===== src/rtl/instr_encoder_loader.sv =====
// X9 instruction loader: encodes symbolic instruction beats into 9-bit machine words
// and writes them sequentially into instruction memory starting at address 0.
module instr_encoder_loader #(
    parameter int AW = 8
) (
    input  logic          Clk,
    input  logic          Reset_n,
    input  logic          start,
    input  logic          in_valid,
    output logic          in_ready,
    input  logic [4:0]    in_mnem,
    input  logic [3:0]    in_fa,
    input  logic [3:0]    in_fb,
    input  logic          in_last,
    output logic          im_we,
    output logic [AW-1:0] im_addr,
    output logic [8:0]    im_wdata,
    output logic [AW:0]   prog_len,
    output logic [8:0]    checksum,
    output logic          busy,
    output logic          prog_done,
    output logic          err_illegal,
    output logic          err_ovf
);

    typedef enum logic [1:0] {
        S_IDLE = 2'd0,
        S_LOAD = 2'd1,
        S_DONE = 2'd2
    } state_t;

    state_t        r_state, w_state_nxt;
    logic [AW-1:0] r_ptr;
    logic [AW:0]   r_len;
    logic [8:0]    r_cks;
    logic          r_we;
    logic [AW-1:0] r_addr;
    logic [8:0]    r_wdata;
    logic          r_err_ill;
    logic          r_err_ovf;

    logic          w_accept;
    logic          w_legal;
    logic          w_full;
    logic [8:0]    w_word;

    // Mnemonics 0-15 carry their own opcode; movr/movi use the 2-bit 1x prefix space.
    always_comb begin
        w_word  = '0;
        w_legal = 1'b0;
        if (!in_mnem[4]) begin
            w_word  = {in_mnem, in_fa};
            w_legal = 1'b1;
        end else if (in_mnem == 5'd16) begin
            w_word  = {2'b10, in_fa, in_fb[2:0]};
            w_legal = !in_fb[3];
        end else if (in_mnem == 5'd17) begin
            w_word  = {2'b11, in_fa[2:0], in_fb};
            w_legal = !in_fa[3];
        end
    end

    assign in_ready = (r_state == S_LOAD) && !start;
    assign w_accept = in_valid && in_ready;
    assign w_full   = &r_ptr;

    always_ff @(posedge Clk or negedge Reset_n) begin
        if (!Reset_n) r_state <= S_IDLE;
        else          r_state <= w_state_nxt;
    end

    always_comb begin
        w_state_nxt = r_state;
        case (r_state)
            S_IDLE: if (start) w_state_nxt = S_LOAD;
            S_LOAD: begin
                if (start)
                    w_state_nxt = S_LOAD;
                else if (w_accept && (in_last || (w_legal && w_full)))
                    w_state_nxt = S_DONE;
            end
            S_DONE: if (start) w_state_nxt = S_LOAD;
            default: w_state_nxt = S_IDLE;
        endcase
    end

    // Write port, pointer, length and checksum all update on the accept edge,
    // so the word appears on the memory port the cycle after acceptance.
    always_ff @(posedge Clk or negedge Reset_n) begin
        if (!Reset_n) begin
            r_ptr     <= '0;
            r_len     <= '0;
            r_cks     <= '0;
            r_we      <= 1'b0;
            r_addr    <= '0;
            r_wdata   <= '0;
            r_err_ill <= 1'b0;
            r_err_ovf <= 1'b0;
        end else begin
            r_we <= 1'b0;
            if (start) begin
                r_ptr     <= '0;
                r_len     <= '0;
                r_cks     <= '0;
                r_err_ill <= 1'b0;
                r_err_ovf <= 1'b0;
            end else if (w_accept) begin
                if (w_legal) begin
                    r_we    <= 1'b1;
                    r_addr  <= r_ptr;
                    r_wdata <= w_word;
                    r_ptr   <= r_ptr + AW'(1);
                    r_len   <= r_len + (AW+1)'(1);
                    r_cks   <= r_cks ^ w_word;
                    if (w_full && !in_last) r_err_ovf <= 1'b1;
                end else begin
                    r_err_ill <= 1'b1;
                end
            end
        end
    end

    assign im_we       = r_we;
    assign im_addr     = r_addr;
    assign im_wdata    = r_wdata;
    assign prog_len    = r_len;
    assign checksum    = r_cks;
    assign busy        = (r_state == S_LOAD);
    assign prog_done   = (r_state == S_DONE);
    assign err_illegal = r_err_ill;
    assign err_ovf     = r_err_ovf;

endmodule


===== config.mk =====
export PLATFORM = sky130hd
export DESIGN_NAME = instr_encoder_loader
export DESIGN_NICKNAME = d
export VERILOG_FILES = /design/src/rtl/instr_encoder_loader.sv
export SDC_FILE = /design/constraint.sdc
export NUM_CORES = 1
export LEC_CHECK = 0
export BUFFER_PORTS_ARGS = -buffer_cell sky130_fd_sc_hd__buf_2
export CORE_MARGIN = 2
export CORE_UTILIZATION = 45
export CTS_CLUSTER_DIAMETER = 200
export DETAILED_ROUTE_END_ITERATION = 8
export PLACE_DENSITY = 0.69
export SYNTH_ARGS = -nofsm -noshare
export SYNTH_HDL_FRONTEND = slang
export SYNTH_SLANG_ARGS = --single-unit

===== constraint.sdc =====
create_clock -name Clk -period 2 [get_ports Clk]
set_input_delay 0.3 -clock Clk [delete_from_list [all_inputs] [get_ports Clk]]
set_output_delay 0.3 -clock Clk [all_outputs]
set_load 0.005 [all_outputs]

== Word-level counts from Yosys, hierarchy flattened ==
Index checks and enable logic that the tools add are counted.

* Add/subtract/negate cells: 2
* Eq/ne operators: 7
* Multiplexer cells: 29
* Bitwise operators: 2
* Reduce and logical (&&, ||, !) cells: 21

{| class="wikitable"
|+ Operators by type and width
! operator !! count
|-
| $mux 9 || 9
|-
| $mux 8 || 3
|-
| $mux 1 || 13
|-
| $eq 5x5->1 const B || 2
|-
| $add 9x1->9 const B || 1
|-
| $xor 9x9->9 || 1
|-
| $add 8x1->8 const B || 1
|-
| $reduce_and 8->1 || 1
|-
| $mux 2 || 3
|-
| $reduce_and 2->1 || 3
|-
| $reduce_and 3->1 || 2
|-
| $reduce_bool 2->1 || 3
|-
| $logic_and 1x1->1 || 5
|-
| $logic_not 1->1 || 4
|-
| $pmux 2 s2 || 1
|-
| $ne 3x2->1 const B || 1
|-
| $eq 2x1->1 const B || 1
|-
| $eq 2x2->1 const B || 1
|-
| $logic_not 2->1 || 1
|-
| $ne 2x1->1 const B || 1
|-
| $ne 2x2->1 const B || 1
|-
| $reduce_or 2->1 || 1
|-
| $logic_or 1x1->1 || 1
|-
| $not 1->1 || 1
|}

* Flip-flop bits (word level): 48
* Input port bits: 18
* Output and inout bits: 41

== Logic depth before layout (Yosys ltp) ==
Gate-level depths: netlist (run 1).

* Depth in word-level cells: 10
* Gate-level depth with buffers: 7

== Least setup slack after synthesis (run 1) ==
No wires, ideal clock.

* Path kind: input-to-reg
* From: input port start
* To: register r_len[6] (netlist: prog_len[6])
* Arrival time: 1462 ps
* Data required time: 1864 ps
* Slack: 402 ps
* Cell stages on the path: 7
* Cells stage by stage: buf_4 and4bb_4 o211ai_4 buf_6 buf_2 o31ai_1 a21oi_1

* Word-level cells in the longest chain between the ends: 5
* Elaborated cells on any way between the ends: 7
* Those cells by class: 1 x mux; 6 x reduce/logical

{| class="wikitable"
|+ RTL lines
! element !! RTL line !! source
|-
| from (decl) || 8 || <nowiki>input logic start,</nowiki>
|-
| $logic_not 1->1 || 63 || <nowiki>assign in_ready = (r_state == S_LOAD) && !start;</nowiki>
|-
| $logic_and 1x1->1 || 63 ||
|-
| $logic_and 1x1->1 || 64 || <nowiki>assign w_accept = in_valid && in_ready;</nowiki>
|-
| $reduce_bool 2->1 (no line) || -- ||
|-
| $reduce_and 2->1 (no line) || -- ||
|-
| to (signal assigned) || 113 || <nowiki>r_len <= r_len + (AW+1)'(1);</nowiki>
|-
| to (decl) || 34 || <nowiki>logic [AW:0] r_len;</nowiki>
|}

Parallel ways exist; a longest one is shown, timed or not.
A chain may end at the register's enable or synchronous reset.

== Worst setup path after layout (run 1) ==
* From: register r_state[1]
* To: register r_ptr[7]

* Word-level cells in the longest chain between the ends: 5

{| class="wikitable"
|+ RTL lines
! element !! RTL line !! source
|-
| from (decl) || 32 || <nowiki>state_t r_state, w_state_nxt;</nowiki>
|-
| from (signal assigned) || 69 || <nowiki>else r_state <= w_state_nxt;</nowiki>
|-
| $eq 2x1->1 || 63 ||
|-
| $logic_and 1x1->1 || 63 ||
|-
| $logic_and 1x1->1 || 64 ||
|-
| $reduce_bool 2->1 (no line) || -- ||
|-
| $reduce_and 2->1 (no line) || -- ||
|-
| to (signal assigned) || 112 || <nowiki>r_ptr <= r_ptr + AW'(1);</nowiki>
|-
| to (decl) || 33 || <nowiki>logic [AW-1:0] r_ptr;</nowiki>
|}

Every way passes these cells.

==> impl_metrics.toml, run 1 <==
[outcome]
status = "complete, no violations"

[timing]
min_period_over_period_pct = 90.87
fin_setup_tns_ps = 0
rsz0062_at_grt = "no"
worst_slack_ps = 182.7
slew_viol_final = 0
fin_worst_skew_ps = 5.426
fmax_mhz = 550.3
hold_slack_ps = 91.71
slew_headroom_pct = 60.48
layout_min_cycle_time_ps = 1817
final-setup-viol-count = 0
worst_pin_slew_ps = 592.8
hold_viol_final = 0

[die]
die_w_um = 75.16
die_area_mm2 = 0.005648
num_io_pins = 59
num_rows = 25
die_y_um = 75.16
coreArea_mm2 = 0.004817
initial_core_util_pct = 47.30

[yosys]
synthCells = 208
ys_seq_elements = 48
yosysUniqueCellTypes = 42
synth-simple-area-share_pct = 15.82
synth-xor-area-share_pct = 0.7688
ys_warn_count = 0
synth-edff-count = 0
synth_flop_cell = "dfrtp_1"
avgSynthCellArea_um2 = 10.95
synth_top_family_by_area = "simple AND/OR/NAND/NOR gates"
synth.area.mux_share_pct = 10.05
ys_async_sr_fraction_pct = 100.0
ys_seq_area_share_pct = 52.72
synth_compound_area_share_pct = 15.54
synth_fp_nets = 228
synthAdderAreaFrac_pct = 1.098
synthesis.area_mm2 = 0.002278

[worst_setup_path]
worst_setup_path_start_kind = "flop"
cp-endpoint = "r_ptr[7]"
r2r_slack_ps = 180
r2r-end = "r_ptr[7]"
cp.required_ps = 2220
crit_arrival_ps = 2040
r2r_start = "r_state[1]"
crit_type = "reg -> reg"
cp_max_fo = 25
cp-end-kind = "flop"
r2r_cells = 5
cp-startpoint = "r_state[1]"

[placement]
pre_cts_ws_ps = 116.9
hpwl_mm = 3.337
port_buffers = 58
dp_cells = 328
place_area_mm2 = 0.002658
routabilityCongestion = 0.8996

[cts]
cts_max_level = 2
clock-root-buffer = "clkbuf_8"
cts.sinks = 48
holdBufCountCts = 0
cts_buffers = 5
cts_tree = "built"
clkTransAtPathRegs_ps = 80
postCtsSetupBuffers = 0
cts_resized = 0
cts.path.max_buffers = 2
insertion_delay_ps = 300

[grt]
track_usage_pct = 18.29
grt_max_degree = 49
grt_pass1_wl_mm = 7.714
overflow = 0
grt_pass1_vias = 1605
antenna_found_initial = 0

[job]
max_cap_viol_count = 0

[cells_and_area]
instances_no_fill = 335
final_area_mm2 = 0.002735
fillers = 441
regArea_mm2 = 0.001201
syn2layout_area_growth_pct = 20.04
diodes = 0
utilization_pct = 56.78
multi_input_area_um2 = 985.9
drive_above_1_share_pct = 32.84
fin_nets = 288

[drt]
drt-pass1-iter-count = 4
wl_mm = 4.684
vias = 1788
drcViolationCount = 0
viasPerCell = 5.337
dr.first_iter.drc_count = 183
final_antenna_net_count = 0
post_drt_wl_per_cell_um = 13.98

[min_path]
worstHoldPathType = "in -> async"

[power]
vdd_drop_max_v = 0.0004251
powerDensity_mw_per_mm2 = 779.2
leakagePower_nw = 1.381
finalPower_mw = 2.131
-- registers in the layout, indices dropped and copies added (netlist names) --
| register | flops |
|---|---|
| r_ptr | 8 |
| err_illegal | 1 |
| r_state | 2 |
| im_wdata | 9 |
| checksum | 9 |
| im_we | 1 |
| im_addr | 8 |
| prog_len | 9 |
| err_ovf | 1 |
-- placed cells by master (no fill, tap or decap), types with 2 or more instances in the layout --
cell and n:
a21o_1 8, a21oi_1 15, a22oi_1 2, buf_12 2
buf_2 58, buf_4 4, clkbuf_8 5, dfrtp_1 48
ha_1 2, inv_1 6, mux2_2 12, mux2i_1 8
nand2_1 21, nand3_1 13, nand4_1 3, nor2_1 6
nor2b_1 5, o21ai_0 8, o2bb2ai_1 2, o31ai_1 7
or3_1 5, or4_1 6
-- power breakdown --
part | total (mW) | switching, mW | internal, mW
combinational | 0.425 | 0.208 | 0.218
sequential | 1.17 | 0.0801 | 1.09
clock | 0.538 | 0.300 | 0.238
total | 2.13 | 0.588 | 1.54
-- final cells by class --
class	count	area share (%)
clock buffers	6	2.653
clock inverters	1	0.1830
inverters	7	0.9607
multi-input cells	142	36.05
flip-flops and latches	48	43.92
well taps	67	3.065
repair buffers	64	13.17
-- layer usage --
layer / GRT usage [%] / vias up / wire (µm)
met1: 26.32 / 855 / 2251
met5: 0 / - / 0
met3: 4.819 / 6 / 287
li1: - / 878 / -
met2: 27.00 / 49 / 2081
met4: 6.238 / 0 / 62
-- kinds of logic (layout without fill, tap and decap cells) --
group / after synthesis / count (layout)
AOI/OAI and AO/OA: 51 / 51
xor gates and xnor gates: 2 / 2
adders and majority gates: 2 / 2
buffers and inverters: 18 / 78
DFF: 48 / 48
muxes: 21 / 21
and+or+nand+nor: 66 / 66
-- critical path, stage by stage (launching register included) --
cell,delay (ps)
dfrtp_1,400
and4bb_4,390
o211ai_4,110
buf_12,190
or4_1,510
a21oi_1,150
-- cells in the mapped netlist, drive strengths merged, types with 2 or more instances --
cell,instances,share of area [%]
ha,2,1.1
nand3,13,2.9
nand2,21,3.5
nor2,6,0.99
inv,6,0.99
dfrtp,48,53
or4,6,2.0
clkbuf,4,0.66
o31ai,8,2.9
a21o,8,2.6
or3,5,1.4
buf,7,2.2
o21ai,8,1.8
nand4,3,0.82
mux2,12,5.9
nor2b,5,1.4
a22oi,2,0.66
o211ai,2,1.3
o2bb2ai,2,0.77
a21oi,15,3.3
mux2i,9,4.1
-- worst min path at each step --
stage | end | depth (start not counted)
after floorplan | checksum[0] | 0
after global placement | im_addr[3] | 2
after detailed placement | im_addr[2] | 2
after CTS | err_ovf | 2
after global routing | err_ovf | 2
final | prog_len[8] | 2
Note: power is estimated with default switching activity, not from simulation.
==> inputs of run 2 (changes only) <==
Settings changed: PLACE_DENSITY 0.69 to 0.72.
==> impl_metrics.toml, run 2 (synthesis gave the netlist of run 1 again) <==
[drt]
wl_mm = 4.662
final_antenna_net_count = 0
drcViolationCount = 0
post_drt_wl_per_cell_um = 13.92
viasPerCell = 5.391
vias = 1806
drt-pass1-iter-count = 4
dr.max_layer_used = "met4"
wl_met2_mm = 2.132
wl_met1_mm = 2.242
met3_length_um = 229
dr.first_iter.drc_count = 122

[die]
initial_core_util_pct = 47.30
num_io_pins = 59
coreArea_mm2 = 0.004817
die_area_mm2 = 0.005648
num_rows = 25
die_y_um = 75.16
die_w_um = 75.16

[cts]
clock-root-buffer = "clkbuf_8"
cts_max_level = 2
postCtsSetupBuffers = 0
cts_tree = "built"
holdBufCountCts = 0
insertion_delay_ps = 300
cts.path.max_buffers = 2
cts.sinks = 48
clkTransAtPathRegs_ps = 90
cts_buffers = 5
cts_resized = 0

[cells_and_area]
final_area_mm2 = 0.002723
layout_commonest_cell = "buf_2"
instances_no_fill = 335
fin_nets = 288
layout_common_cells = "buf_2, dfrtp_1, nand2_1, a21oi_1, nand3_1"
diodes = 0
syn2layout_area_growth_pct = 19.49
drive_above_1_share_pct = 32.84

[worst_setup_path]
r2r_slack_ps = 200
crit_arrival_ps = 2020
cp_max_fo = 41
r2r_cells = 5
crit_type = "reg -> reg"
r2r-end = "r_ptr[5]"
worst_setup_path_start_kind = "flop"
cp.required_ps = 2220
cp-end-kind = "flop"
r2r_start = "r_state[1]"

[min_path]
worstHoldPathType = "in -> async"

[grt]
overflow = 0
track_usage_pct = 17.67
grt_max_degree = 49
antenna_found_initial = 0
grt_pass1_wl_mm = 7.590
grt_pass1_vias = 1608

[timing]
fmax_mhz = 555.5
final-setup-viol-count = 0
worst_pin_slew_ps = 601.9
fin_setup_tns_ps = 0
fin_worst_skew_ps = 7.950
slew_headroom_pct = 59.88
min_period_over_period_pct = 90.01
rsz0062_at_grt = "no"
slew_viol_final = 0
layout_min_cycle_time_ps = 1800
hold_viol_final = 0

[job]
max_cap_viol_count = 0

[placement]
port_buffers = 58
dp_cells = 328
hpwl_mm = 3.264
place_area_mm2 = 0.002645
routabilityCongestion = 0.7817

[outcome]
status = "complete, no violations"

[power]
finalPower_mw = 2.128
vdd_drop_max_v = 0.0005786
powerDensity_mw_per_mm2 = 781.7
leakagePower_nw = 1.374
==> run 2: layout make-up <==
type	count	area [µm²]
timing repair buffer	64	347.8
inverter	7	26.28
fill	458	2095
tap	67	83.83
sequential	48	1201
clock inverter	1	5.005
clock buffer	6	72.57
multi-input combinational	142	985.9
==> run 2: metrics by stage <==
stage               hold slack, ps  util [%]  worst slack, ps
CTS                          111.7     56.52            200.2
global route                 142.6     56.52            96.02
global placement             432.2     54.91            165.0
floorplan                    4.409         -            402.0
finish                       93.99     56.52            199.8
detailed placement           437.1     54.91            127.2
==> run 2: worst max path at each step <==
stage / from / end / cells after the start
after global routing: r_state[1] / prog_len[5] / 5
after floorplan: start / prog_len[6] / 7
after global placement: in_mnem[0] / prog_len[5] / 6
after CTS: r_state[1] / prog_len[5] / 5
after detailed placement: in_mnem[0] / r_ptr[7] / 6
final: r_state[1] / r_ptr[5] / 5
==> run 2: where the power goes <==
part	internal [mW]	switching [mW]	leakage [nW]
clock	0.238	0.306	0.0410
sequential	1.09	0.0773	0.654
combinational	0.214	0.205	0.679
total	1.54	0.588	1.37
==> run 2: layer usage <==
layer / up-vias / track usage, %
met5: - / 0
met4: 0 / 5.848
met3: 5 / 4.150
met2: 48 / 26.32
met1: 875 / 25.65
li1: 878 / -
==> run 2: worst max-delay path, stage by stage (launching register included) <==
cell and delay (ps):
dfrtp_1 400, and4bb_4 380, o211ai_4 90, buf_12 190
or4_1 500, a21oi_1 150
==> inputs of run 3 (changes only) <==
Settings changed: CORE_UTILIZATION 45 to 25, PLACE_DENSITY 0.72 to 0.46.
==> impl_metrics.toml, run 3 (synthesis gave the netlist of run 1 again) <==
[outcome]
status = "complete, no violations"

[timing]
min_period_over_period_pct = 91.31
rsz0062_at_grt = "no"
worst_pin_slew_ps = 636.5
slew_viol_final = 0
final-setup-viol-count = 0
layout_min_cycle_time_ps = 1826
hold_viol_final = 0
worst_slack_ps = 173.8
slew_headroom_pct = 57.56
fin_setup_tns_ps = 0
fmax_mhz = 547.6
fin_worst_skew_ps = 8.390

[die]
die_y_um = 99.47
num_io_pins = 59
die_area_mm2 = 0.009893
die_w_um = 99.47
initial_core_util_pct = 26.00
coreArea_mm2 = 0.008763
num_rows = 34

[power]
powerDensity_mw_per_mm2 = 826.2
p_switching_mw = 0.6366
leakagePower_nw = 1.413
p_int_mw = 1.716
vdd_drop_max_v = 0.0004176
p_sw_share_pct = 27.06
p_seq_share_pct = 49.6
p_comb_share_pct = 18.3
clockPowerShare_pct = 32.1

[drt]
post_drt_wl_per_cell_um = 14.54
viasPerCell = 4.790
drcViolationCount = 0
final_antenna_net_count = 0
drt-pass1-iter-count = 4
wl_mm = 5.540
dr.first_iter.drc_count = 60
vias = 1825

[cts]
cts_tree = "built"
insertion_delay_ps = 310
cts_resized = 0
clkTransAtPathRegs_ps = 100
cts_max_level = 2
cts.sinks = 48
postCtsSetupBuffers = 0
cts_buffers = 5
holdBufCountCts = 0
clock-root-buffer = "clkbuf_8"
cts.path.max_buffers = 2

[cells_and_area]
fin_nets = 292
diodes = 0
layout_common_cells = "buf_2, dfrtp_1, nand2_1, a21oi_1, nand3_1"
layout_commonest_cell = "buf_2"
fillers = 920
utilization_pct = 32.50
drive_above_1_share_pct = 34.43
instances_no_fill = 381
final_area_mm2 = 0.002848
syn2layout_area_growth_pct = 24.99

[worst_setup_path]
crit_arrival_ps = 2060
cp_max_fo = 36
cp.required_ps = 2230
cp-end-kind = "flop"
crit_chain = "and4bb_4 > o211ai_4 > buf_12 > or4_1 > a21oi_1"
worst_setup_path_start_kind = "flop"
crit_path_max_incr_delay_ps = 510
slowest_stage = "or4_1"
crit_type = "reg -> reg"

[grt]
overflow = 0
antenna_found_initial = 0
grt_max_degree = 49
grt_pass1_vias = 1740
track_usage_pct = 11.76
grt_pass1_wl_mm = 9.121

[placement]
pre_cts_ws_ps = 180.1
routabilityCongestion = 0.7401
port_buffers = 58
dp_cells = 373
place_area_mm2 = 0.002726
hpwl_mm = 4.054

[min_path]
worstHoldPathType = "in -> async"

[job]
max_cap_viol_count = 0
run 3: cell types whose count changed in the layout (fill, tap and decap cells not counted), sizes merged:
cell / before / now
bufinv: 0 / 1
buf: 64 / 68
run 3: worst paths after layout:
kind | slack [ps] | depth (start not counted) | end | startpoint
max reg2reg | 170 | 5 | prog_len[5] | r_state[1]
min reg2reg | 470 | 1 | checksum[0] | checksum[0]
min in group Clk | 210 | 2 | err_ovf | in_last
min | 80 | 2 | im_addr[2] | Reset_n
max in group asynchronous | 1480 | 2 | im_wdata[4] | Reset_n
max | 170 | 5 | prog_len[5] | r_state[1]
run 3: per-stage QoR:
step	power, mW	hold WS (ps)
floorplan	1.395	4.409
global placement	1.627	458.3
detailed placement	1.629	459.2
CTS	2.397	117.9
global route	2.497	133.9
finish	2.353	83.46
run 3: area by class of cell:
class | count | area [µm²] | share of cell area, %
flip-flops and latches | 48 | 1201 | 42.18
multi-input cells | 142 | 985.9 | 34.62
repair buffers | 68 | 377.9 | 13.27
well taps | 108 | 135.1 | 4.745
clock buffers | 6 | 82.58 | 2.900
clock inverters | 2 | 38.79 | 1.362
inverters | 7 | 26.28 | 0.9227
run 3: worst max-delay path: cells and delay by family, from the launching register on:
kind	cells	cell delay, ps
DFF	1	410
and+or+nand+nor	2	900
buffers and inverters	1	180
AOI/OAI and AO/OA	2	250
run 3: metal layers:
layer  part of all wire (%)  track usage (%)  up-vias
met4                    1.4            4.004        0
met5                      0                0        -
li1                       -                -      889
met3                    6.0            3.514        8
met2                     44            17.36       42
met1                     49            16.47      886
run 3: power groups by stage:
stage	combinational [mW]	sequential [mW]	clock (mW)
after detailed placement	0.442	1.19	0
after global placement	0.439	1.19	0
after CTS	0.443	1.17	0.784
after global routing	0.485	1.19	0.824
after floorplan	0.210	1.19	0
final	0.430	1.17	0.755
